$ cat config.mk
export PLATFORM = sky130hd
export DESIGN_NAME = sensor_input_conditioner_flat
export DESIGN_NICKNAME = d
export VERILOG_FILES = /design/src/rtl/sensor_input_conditioner_pkg.sv /design/src/rtl/sensor_input_conditioner_if.sv /design/src/rtl/sensor_input_conditioner_debounce.sv /design/src/rtl/sensor_input_conditioner.sv /design/src/flat_wrapper.sv
export SDC_FILE = /design/constraint.sdc
export NUM_CORES = 1
export LEC_CHECK = 0
export ABC_AREA = 1
export BUFFER_PORTS_ARGS = -buffer_cell sky130_fd_sc_hd__buf_2
export CAP_MARGIN = 15
export CELL_PAD_IN_SITES_DETAIL_PLACEMENT = 1
export CELL_PAD_IN_SITES_GLOBAL_PLACEMENT = 1
export CORE_UTILIZATION = 41
export DETAILED_ROUTE_END_ITERATION = 6
export GPL_ROUTABILITY_DRIVEN = 0
export PLACE_DENSITY = 0.83
export SYNTH_ARGS = -nofsm -noshare
export SYNTH_HDL_FRONTEND = slang
export SYNTH_HIERARCHICAL = 1
export SYNTH_SLANG_ARGS = --single-unit
$ cat constraint.sdc
create_clock -name clk -period 1.3 [get_ports clk]
set_input_delay 0.13 -clock clk [delete_from_list [all_inputs] [get_ports clk]]
set_output_delay 0.13 -clock clk [all_outputs]
set_load 0.03 [all_outputs]
$ cat src/rtl/sensor_input_conditioner_pkg.sv
// home_auto_pkg: shared widths and types for the home-automation sensor front end
package home_auto_pkg;
    localparam int SENSOR_W     = 4;
    localparam int TEMP_W       = 6;
    localparam int AVG_DEPTH    = 4;
    localparam int DEBOUNCE_CYC = 8;
    typedef logic [SENSOR_W-1:0] sensor_t;
    typedef logic [TEMP_W-1:0]   temp_t;
    typedef logic [TEMP_W+1:0]   sum_t;
endpackage

$ cat src/rtl/sensor_input_conditioner_if.sv
// sensor_input_conditioner_if: raw sensor/temperature inputs and conditioned outputs
interface sensor_input_conditioner_if;
    import home_auto_pkg::*;
    sensor_t sensors_raw;
    temp_t   temp_raw;
    logic    temp_valid;
    sensor_t sensors;
    temp_t   temp;
    logic    temp_ready;
    modport master (output sensors_raw, temp_raw, temp_valid, input sensors, temp, temp_ready);
    modport slave  (input sensors_raw, temp_raw, temp_valid, output sensors, temp, temp_ready);
endinterface

$ cat src/rtl/sensor_input_conditioner_debounce.sv
// sensor_debounce: two-flop synchroniser plus stable-count debounce for one sensor bit
module sensor_debounce #(
    parameter int DEBOUNCE_CYC = 8
) (
    input  logic clk,
    input  logic rst_n,
    input  logic i_raw,
    output logic o_bit
);
    localparam int CNT_W = $clog2(DEBOUNCE_CYC + 1);
    logic             r_meta;
    logic             r_sync;
    logic [CNT_W-1:0] r_cnt;
    // bring the asynchronous contact into the clock domain
    always_ff @(posedge clk or negedge rst_n) begin
        if (!rst_n) begin
            r_meta <= 1'b0;
            r_sync <= 1'b0;
        end else begin
            r_meta <= i_raw;
            r_sync <= r_meta;
        end
    end
    // count consecutive disagreeing cycles; toggle the output once the run is long enough
    always_ff @(posedge clk or negedge rst_n) begin
        if (!rst_n) begin
            r_cnt <= '0;
            o_bit <= 1'b0;
        end else if (r_sync == o_bit) begin
            r_cnt <= '0;
        end else if (r_cnt == CNT_W'(DEBOUNCE_CYC - 1)) begin
            r_cnt <= '0;
            o_bit <= ~o_bit;
        end else begin
            r_cnt <= r_cnt + 1'b1;
        end
    end
endmodule

$ cat src/rtl/sensor_input_conditioner.sv
// sensor_input_conditioner: debounces sensor contacts and filters temperature samples (TEMP_AVG_EN enables 4-sample averaging)
module sensor_input_conditioner
    import home_auto_pkg::*;
#(
    parameter int DEBOUNCE_CYC = home_auto_pkg::DEBOUNCE_CYC
) (
    input logic                         clk,
    input logic                         rst_n,
    sensor_input_conditioner_if.slave   bus
);
    sensor_t w_sensors;
    temp_t   r_temp;
    logic    r_ready;

    for (genvar i = 0; i < SENSOR_W; i++) begin : g_db
        sensor_debounce #(.DEBOUNCE_CYC(DEBOUNCE_CYC)) u_db (
            .clk   (clk),
            .rst_n (rst_n),
            .i_raw (bus.sensors_raw[i]),
            .o_bit (w_sensors[i])
        );
    end

    // temp_ready latches on the first accepted sample and holds until reset
    always_ff @(posedge clk or negedge rst_n) begin
        if (!rst_n) r_ready <= 1'b0;
        else if (bus.temp_valid) r_ready <= 1'b1;
    end

`ifdef TEMP_AVG_EN
    temp_t r_win [AVG_DEPTH];
    temp_t w_win_nxt [AVG_DEPTH];
    sum_t  w_sum;
    // next window: first sample fills every slot, later samples shift in at the top
    always_comb begin
        for (int k = 0; k < AVG_DEPTH - 1; k++) w_win_nxt[k] = r_ready ? r_win[k+1] : bus.temp_raw;
        w_win_nxt[AVG_DEPTH-1] = bus.temp_raw;
        w_sum = '0;
        for (int k = 0; k < AVG_DEPTH; k++) w_sum = w_sum + sum_t'(w_win_nxt[k]);
    end
    // commit window and its truncated average on each accepted sample
    always_ff @(posedge clk or negedge rst_n) begin
        if (!rst_n) begin
            r_win  <= '{default: '0};
            r_temp <= '0;
        end else if (bus.temp_valid) begin
            r_win  <= w_win_nxt;
            r_temp <= w_sum[TEMP_W+1:2];
        end
    end
`else
    // register the latest accepted sample
    always_ff @(posedge clk or negedge rst_n) begin
        if (!rst_n) r_temp <= '0;
        else if (bus.temp_valid) r_temp <= bus.temp_raw;
    end
`endif

    assign bus.sensors    = w_sensors;
    assign bus.temp       = r_temp;
    assign bus.temp_ready = r_ready;
endmodule
$ cat src/flat_wrapper.sv
// flat-port wrapper written by rule: the top's interface ports become plain ports
module sensor_input_conditioner_flat import home_auto_pkg::*;
#(
    parameter int DEBOUNCE_CYC = home_auto_pkg::DEBOUNCE_CYC
)
  (clk, rst_n, bus_sensors_raw, bus_temp_raw, bus_temp_valid, bus_sensors, bus_temp, bus_temp_ready);
  sensor_input_conditioner_if bus_i ();
  input logic clk;
  input logic rst_n;
  input wire logic [$bits(bus_i.sensors_raw)-1:0] bus_sensors_raw;
  input wire logic [$bits(bus_i.temp_raw)-1:0] bus_temp_raw;
  input wire logic [$bits(bus_i.temp_valid)-1:0] bus_temp_valid;
  output wire logic [$bits(bus_i.sensors)-1:0] bus_sensors;
  output wire logic [$bits(bus_i.temp)-1:0] bus_temp;
  output wire logic [$bits(bus_i.temp_ready)-1:0] bus_temp_ready;
  assign bus_i.sensors_raw = bus_sensors_raw;
  assign bus_i.temp_raw = bus_temp_raw;
  assign bus_i.temp_valid = bus_temp_valid;
  assign bus_sensors = bus_i.sensors;
  assign bus_temp = bus_i.temp;
  assign bus_temp_ready = bus_i.temp_ready;
  sensor_input_conditioner #(.DEBOUNCE_CYC(DEBOUNCE_CYC)) u_core (.clk(clk), .rst_n(rst_n), .bus(bus_i));
endmodule
==> results.cfg, run 1 <==
[status]
result_of_the_run = complete, no violations

[sta]
worst-slew-pin-transition_ps = 416
period_share_pct = 83.8
timing.final.hold_violations = 0
slew-limit-headroom_pct = 72.2
period_needed_ps = 1090
fin_skew_ps = 10.6
drv_slew = 0
rsz_0062_raised_after_global_routing = no
final-setup-viol-count = 0
timing.fmax_mhz = 918
accumulated_negative_setup_slack_ps = 0

[clocking]
clk_transition_reported_paths_ps = 110
cts-root-buf = clkbuf_4
cts_max_level = 2
worstSkewPairLatency_ps = 330
cts_tree = done
number_of_hold_buffers_added_after_cts = 11
cts_buffer_depth = 2
cts.sinks = 35
ctsResizeCount = 0
post-cts-setup-buffer-count = 0
tritoncts.num_buffers = 5

[power_and_ir_drop]
power.density_nw_per_um2 = 1700
report.power.total_uw = 2960
static-leakage-power_uw = 0.000924
vdd_ir_drop_max_uv = 961

[synth]
synth-xor-area-share_pct = 2.56
synth_simple_gate_area_share_pct = 22.4
synth.avg_cell_area_sq_um = 9.55
synth_fp_nets = 160
post-synth-top-area-fraction_pct = 64.1
synthMuxAreaShare_pct = 0
synth.area.top_cells = dfrtp_1 64%, nand2_1 13%, inv_1 5.5%
synth_adder_area_share_pct = 3.66
synthCells = 143
synth_compound_gate_area_share_pct = 1.47
netlist_area_sq_um = 1370
synth-seq-cells = 35
synth_cell_type_count = 12
seq_area_frac_synth_pct = 64.1
synth_top_family_by_area = simple AND/OR/NAND/NOR gates
yosysWarningCount = 6
synth_largest_area_cell = dfrtp_1

[critical_path]
cell_with_the_largest_stage_delay_on_the_worst_path = dfrtp_1
worstSetupStartpointType = flop
critPathArrivalTime_ps = 960
crit_fanout = 4
critPathCaptureType = primary output
max_stage_delay_ps = 410
cp_num_buf_inv = 1
timing.setup.critical_path_class = reg2out
dominant_delay_contributor_by_cell_family_on_the_critical_path = flip-flops
timing.critical_path.cells = buf_2
critical_path_required_ps = 1170

[final_layout]
layout.nets = 202
n_antenna_cell = 0
syn2layout_area_growth_pct = 27.4
layout-drive-gt1-share_pct = 18.3
mostFrequentLayoutCells = 46 x nand2_1, 35 x dfrtp_1, 23 x buf_2, 20 x inv_1, 15 x nor2_1
most_frequent_standard_cell_in_the_layout_excluding_fill_and_tap_cells = nand2_1
filler_cell_count = 372

[die]
die_area_sq_um = 3570
core_region_area_sq_um = 3100
boundaryPins = 24
die_h_um = 59.7
floorplan.rows = 20
dieWidth_um = 59.7
initial_core_util_pct = 44.0

[global_routing]
overflow = 0
grt_pass1_wl_mm = 4.85
first_global_vias = 1159
antenna_violations_before_repair = 0
grt_start_max_net_pins = 36
grt_usage_pct = 18.9

[drt]
avgViaCountPerCell = 4.57
postRouteWirelength_mm = 2.63
drt-initial-drc-count = 51
antenna_violating_nets_post_route = 0
drc = 0
routedWlPerCell_um = 11.4
firstDrtPassIters = 2
via_count = 1052

[flow_run]
cap_viol_max_count = 0

[placement]
numPortBuffers = 23
dp_hpwl_mm = 1.81

[hold_path]
timing.hold.worst.class = in2reg
==> report_power, final <==
| group | switching, uW | internal, uW | leakage [uW] |
|---|---|---|---|
| registers | 185 | 1290 | 0.000444 |
| clock network | 352 | 455 | 0.0000482 |
| logic | 415 | 264 | 0.000432 |
==> path summary, 6_finish.rpt <==
kind / slack [ps] / from / depth (start not counted) / to
worst max-delay path: 210 / u_core/g_db[3].u_db/o_bit / 1 / bus_sensors[3]
min in group asynchronous: 370 / rst_n / 3 / u_core/bus.temp[1]
max in group asynchronous: 630 / rst_n / 3 / u_core/g_db[1].u_db/r_cnt[1]
worst min-delay path: 100 / bus_temp_valid / 3 / u_core/bus.temp[0]
worst max register to register: 220 / u_core/g_db[2].u_db/r_cnt[0] / 4 / u_core/g_db[2].u_db/r_cnt[0]
worst min register to register: 360 / u_core/g_db[1].u_db/r_meta / 0 / u_core/g_db[1].u_db/r_sync
==> state kept, by name, indices dropped and copies added (netlist names) <==
name                     count
u_core/bus.temp              6
u_core/g_db.u_db/r_meta      4
u_core/g_db.u_db/o_bit       4
u_core/g_db.u_db/r_cnt      16
u_core/bus.temp_ready        1
u_core/g_db.u_db/r_sync      4
==> stage by stage <==
stage / cells / setup slack [ps] / hold slack, ps / utilization, % / cell area (sq um)
6_report: 230 / 211 / 96.0 / 56.1 / 1740
5_1_grt: 230 / 127 / 73.8 / 56.1 / 1740
3_3_place_gp: 211 / 307 / 181 / 49.8 / 1540
3_5_place_dp: 211 / 236 / 186 / 49.8 / 1540
4_1_cts: 230 / 171 / 57.6 / 56.1 / 1740
2_1_floorplan: 143 / 344 / -166 / - / 1370
==> metal layers <==
metal	GRT usage, %	vias up	wire (um)
met2	33.0	22	1440
met5	0	-	0
li1	-	524	-
met4	5.98	0	0
met1	21.3	506	1100
met3	7.14	0	93
==> area by class of cell <==
cell class / count / area [sq um] / share of cell area [%]
sequential: 35 / 876 / 50.3
clock buffer: 6 / 51.3 / 2.95
clock inverter: 2 / 35.0 / 2.01
multi-input combinational: 87 / 412 / 23.7
inverter: 21 / 78.8 / 4.53
timing repair buffer: 35 / 233 / 13.4
tap: 44 / 55.1 / 3.16
==> tightest hold or removal path, delay by kind of cell <==
family / cells / cell delay [ps]
simple gates: 2 / 120
buf+inv: 1 / 150
==> kinds of logic (layout without fill, tap and decap cells) <==
kind of cell	count (synthesis)	after routing
buffers and inverters	21	64
adders and majority gates	4	4
DFF	35	35
xor gates and xnor gates	4	4
and+or+nand+nor	75	75
AOI/OAI and AO/OA	4	4
==> synthesized netlist by cell type, drive strengths merged <==
library cell,n
xnor2,4
nand3,8
or2,1
dfrtp,35
nand2,46
o21ai,4
nor2,16
ha,4
nand4,4
inv,21
(Power assumes the default switching activity.)
==> run 2, diff against run 1 <==
--- a/config.mk
+++ b/config.mk
@@ -10,10 +10,10 @@
 export CAP_MARGIN = 15
 export CELL_PAD_IN_SITES_DETAIL_PLACEMENT = 1
 export CELL_PAD_IN_SITES_GLOBAL_PLACEMENT = 1
-export CORE_UTILIZATION = 41
+export CORE_UTILIZATION = 37
 export DETAILED_ROUTE_END_ITERATION = 6
 export GPL_ROUTABILITY_DRIVEN = 0
-export PLACE_DENSITY = 0.83
+export PLACE_DENSITY = 0.79
 export SYNTH_ARGS = -nofsm -noshare
 export SYNTH_HDL_FRONTEND = slang
 export SYNTH_HIERARCHICAL = 1
==> constraint.sdc (replaced) <==
create_clock -name clk -period 1 [get_ports clk]
set_input_delay 0.1 -clock clk [delete_from_list [all_inputs] [get_ports clk]]
set_output_delay 0.1 -clock clk [all_outputs]
set_load 0.03 [all_outputs]
==> results.cfg, run 2 (synthesized netlist as in run 1, its figures left out) <==
[status]
result_of_the_run = complete, no violations

[final_layout]
syn2layout_area_growth_pct = 38.4
final-instance-count-excl-fill = 235
layout-drive-gt1-share_pct = 29.1
most_frequent_standard_cell_in_the_layout_excluding_fill_and_tap_cells = nand2_1
mostFrequentLayoutCells = 44 x nand2_1, 35 x dfrtp_1, 20 x inv_1, 18 x buf_2, 13 x nor2_1
n_antenna_cell = 0
registers.top_by_ff_count = u_core/g_db.u_db/r_cnt
filler_cell_count = 395
layout.nets = 205
flip_flop_count_of_the_largest_register_after_layout = 16

[critical_path]
critPathCaptureType = flop
critical_path_required_ps = 1170
critPathArrivalTime_ps = 1140
worstSetupStartpointType = flop
timing.setup.critical_path_class = reg2reg
crit_fanout = 3
r2r_slack_ps = 30

[placement]
numPortBuffers = 23
dp.cells = 217
dp_worst_setup_slack_ps = -32.7
dp_hpwl_mm = 2.04

[clocking]
cts_tree = done
cts_buffer_depth = 2
tritoncts.num_buffers = 5
worstSkewPairLatency_ps = 280
cts.sinks = 35
cts-root-buf = clkbuf_8
clk_transition_reported_paths_ps = 70
cts_max_level = 2

[sta]
timing.final.hold_violations = 0
fin_ws_ps = 27.2
drv_slew = 0
timing.fmax_mhz = 1030
final-setup-viol-count = 0
rsz_0062_raised_after_global_routing = yes
period_needed_ps = 973
period_share_pct = 97.3
slew-limit-headroom_pct = 87.3
fin_skew_ps = 5.27
fin_hold_ws_ps = 18.5
accumulated_negative_setup_slack_ps = 0
worst-slew-pin-transition_ps = 190

[drt]
avgViaCountPerCell = 4.68
via_count = 1099
routedWlPerCell_um = 12.0
antenna_violating_nets_post_route = 0
drc = 0
postRouteWirelength_mm = 2.83
drt-initial-drc-count = 25
firstDrtPassIters = 4

[die]
die_area_sq_um = 3940
core_region_area_sq_um = 3440
dieWidth_um = 62.8
die_h_um = 62.8
boundaryPins = 24
initial_core_util_pct = 39.7
floorplan.rows = 21

[global_routing]
first_global_vias = 1170
overflow = 0
grt_pass1_wl_mm = 4.81
grt_usage_pct = 16.3
antenna_violations_before_repair = 0
grt_start_max_net_pins = 36

[power_and_ir_drop]
static-leakage-power_uw = 0.000961
power.density_nw_per_um2 = 2480
vdd_ir_drop_max_uv = 1060

[hold_path]
timing.hold.worst.class = in2reg

[flow_run]
cap_viol_max_count = 0
run 2: worst max-delay path, stage by stage, from the launching register on:
cell     delay, ps
dfrtp_1        380
ha_2           220
nand3_2        110
nand2_1         90
o21ai_1         70
run 2: per-stage QoR:
step,area [sq um],utilization (%),power (uW)
floorplan,1370,-,2520
global placement,1590,46.2,2830
detailed placement,1590,46.2,2920
CTS,1820,52.8,4550
global route,1890,54.9,4980
finish,1890,54.9,4680
run 2: where the power goes:
group / leakage [uW] / internal [uW] / switching (uW) / total [uW]
sequential: 0.000444 / 1680 / 245 / 1930
combinational: 0.000453 / 592 / 663 / 1250
clock: 0.0000644 / 994 / 506 / 1500
run 2: final cells by class:
cell class                      count  area, sq um  share of cell area (%)
Tap cell                           46         57.6                    3.04
Inverter                           21         78.8                    4.17
Multi-Input combinational cell     87          462                    24.4
Timing Repair Buffer               38          280                    14.8
Clock inverter                      3         67.6                    3.57
Sequential cell                    35          876                    46.3
Clock buffer                        5         68.8                    3.64
run 2: timing repair:
action | CTS | global route
buffers inserted | 0 | 5
endpoints found under the hold margin | 39 | 0
gates resized for setup | 12 | 10
endpoints found under the setup margin | 14 | 15
hold buffers | 5 | 0
pin swaps | 1 | 6
run 2: worst paths after layout:
check                                              from                           end  depth (start not counted)
min                                     bus_temp_raw[3]            u_core/bus.temp[3]                          3
max                        u_core/g_db[3].u_db/r_cnt[1]     u_core/g_db[3].u_db/o_bit                          4
min reg2reg                  u_core/g_db[0].u_db/r_meta    u_core/g_db[0].u_db/r_sync                          0
max in group asynchronous                         rst_n            u_core/bus.temp[3]                          3
min in group asynchronous                         rst_n  u_core/g_db[2].u_db/r_cnt[3]                          3
max reg2reg                u_core/g_db[3].u_db/r_cnt[1]     u_core/g_db[3].u_db/o_bit                          4
run 2: layer usage:
layer / wire length (um) / GRT usage, %
met5: 0 / 0
met4: 33 / 6.10
met3: 114 / 6.02
met2: 1530 / 30.7
met1: 1150 / 15.9
==> run 3, diff against run 2 <==
--- a/config.mk
+++ b/config.mk
@@ -10,6 +10,7 @@
 export CAP_MARGIN = 15
 export CELL_PAD_IN_SITES_DETAIL_PLACEMENT = 1
 export CELL_PAD_IN_SITES_GLOBAL_PLACEMENT = 1
+export CORE_ASPECT_RATIO = 1.1
 export CORE_UTILIZATION = 37
 export DETAILED_ROUTE_END_ITERATION = 6
 export GPL_ROUTABILITY_DRIVEN = 0
==> results.cfg, run 3 (synthesized netlist as in run 1, its figures left out) <==
[power_and_ir_drop]
power.density_nw_per_um2 = 2110
cellInternalPower_uw = 2760
report.power.total_uw = 4310
sequential_fraction_of_design_power_pct = 45.7
vdd_ir_drop_max_uv = 1040
p_sw_uw = 1550
static-leakage-power_uw = 0.00100
comb_power_share_pct = 37.9
netSwitchingFraction_pct = 36.0
clock_power_share_pct = 16.4

[drt]
routedWlPerCell_um = 14.4
via_count = 1160
firstDrtPassIters = 4
postRouteWirelength_mm = 3.57
drt-initial-drc-count = 25
antenna_violating_nets_post_route = 0
drc = 0
avgViaCountPerCell = 4.68

[clocking]
tritoncts.num_buffers = 5
worstSkewPairLatency_ps = 330
clk_transition_reported_paths_ps = 100
cts_max_level = 2
cts_tree = done
cts_buffer_depth = 2
cts.sinks = 35
cts-root-buf = clkbuf_4

[hold_path]
timing.hold.worst.class = in2reg

[die]
boundaryPins = 24
dieWidth_um = 59.9
core_region_area_sq_um = 3440
die_h_um = 65.7
die_area_sq_um = 3940
floorplan.rows = 22
initial_core_util_pct = 39.7

[status]
result_of_the_run = finished, violations left
failed_checks = negative setup slack

[final_layout]
final-instance-count-excl-fill = 248
flip_flop_count_of_the_largest_register_after_layout = 16
syn2layout_area_growth_pct = 49.5
layout.nets = 216
n_antenna_cell = 0
postLayoutCoreUtil_pct = 59.3
layout-drive-gt1-share_pct = 37.0
registers.top_by_ff_count = u_core/g_db.u_db/r_cnt
mostFrequentLayoutCells = 35 x nand2_1, 35 x dfrtp_1, 17 x inv_1, 15 x buf_6, 12 x buf_2

[sta]
fin_ws_ps = -4.90
accumulated_negative_setup_slack_ps = -5.09
final-setup-viol-count = 2
slew-limit-headroom_pct = 78.3
period_needed_ps = 1000
timing.final.hold_violations = 0
worst-slew-pin-transition_ps = 326
rsz_0062_raised_after_global_routing = yes
timing.fmax_mhz = 995
drv_slew = 0
fin_skew_ps = 4.37
period_share_pct = 100

[placement]
dp.cells = 219
dp_hpwl_mm = 2.12
dp_worst_setup_slack_ps = -67.2
numPortBuffers = 23

[critical_path]
timing.setup.critical_path_class = reg2reg
crit_fanout = 2
cell_with_the_largest_stage_delay_on_the_worst_path = dfrtp_1
cp_num_buf_inv = 1
max_stage_delay_ps = 430
dominant_delay_contributor_by_cell_family_on_the_critical_path = flip-flops
critical_path_required_ps = 1230
critPathCaptureType = flop
r2r_slack_ps = -5
timing.critical_path.cells = buf_4 > nand4_1 > nand2_1 > nor2_1
critPathArrivalTime_ps = 1240
worstSetupStartpointType = flop

[global_routing]
grt_pass1_wl_mm = 5.80
grt_start_max_net_pins = 24
antenna_violations_before_repair = 0
first_global_vias = 1279
grt_usage_pct = 20.5
overflow = 0

[flow_run]
cap_viol_max_count = 0
-- run 3: changes by cell type in the layout (fill, tap and decap cells not counted), moves of 5 or more --
cell / delta
buf_6: +11
clkbuf_8: -5
buf_2: -6
nand2_1: -9
nand2_2: +7
dlygate4sd3_1: +6
-- run 3: routing by layer --
metal	part of all wire, %	up-vias	track usage, %	wire (um)
met5	0	-	0	0
met4	1.7	0	6.98	59
met3	2.6	7	5.91	92
met1	39	587	22.7	1400
met2	57	18	36.7	2020
li1	-	548	-	-
-- run 3: worst paths after layout --
path / endpoint / depth (start not counted) / from
worst max-delay path: u_core/g_db[1].u_db/r_cnt[3] / 4 / u_core/g_db[1].u_db/r_cnt[1]
worst min-delay path: u_core/bus.temp[3] / 3 / bus_temp_valid
worst max register to register: u_core/g_db[1].u_db/r_cnt[3] / 4 / u_core/g_db[1].u_db/r_cnt[1]
worst min register to register: u_core/g_db[2].u_db/r_sync / 0 / u_core/g_db[2].u_db/r_meta
max in group asynchronous: u_core/bus.temp[4] / 3 / rst_n
min in group asynchronous: u_core/g_db[3].u_db/o_bit / 2 / rst_n
-- run 3: area by class of cell --
class	count	area [sq um]
clock buffers	7	45.0
clock inverters	1	5.00
flip-flops and latches	35	876
fillers	379	1400
inverters	21	78.8
repair buffers	49	434
well taps	48	60.1
multi-input cells	87	543
-- run 3: per-stage QoR --
stage | hold slack [ps] | area (sq um)
final | 68.8 | 2040
after global routing | 55.6 | 2040
after CTS | 45.1 | 1900
after detailed placement | 17.3 | 1590
after global placement | 15.5 | 1590
after floorplan | -196 | 1370
-- run 3: power groups by stage --
stage	Sequential, uW	Combinational (uW)	Clock (uW)
final	1970	1630	708
after global routing	2000	1780	815
after CTS	1890	1350	742
after detailed placement	1940	1010	0
after global placement	1890	934	0
after floorplan	2050	466	0
-- run 3: tightest hold or removal path: cells and delay by family --
| kind | cells | cell delay (ps) |
|---|---|---|
| AND/OR/NAND/NOR | 2 | 120 |
| buffers and inverters | 1 | 150 |
-- run 3: repair_timing --
item | CTS | global route
hold buffers | 11 | 0
pin swaps | 0 | 15
setup buffers | 7 | 3
endpoints found under the hold margin | 45 | 0
gates resized for setup | 28 | 33
endpoints found under the setup margin | 20 | 30
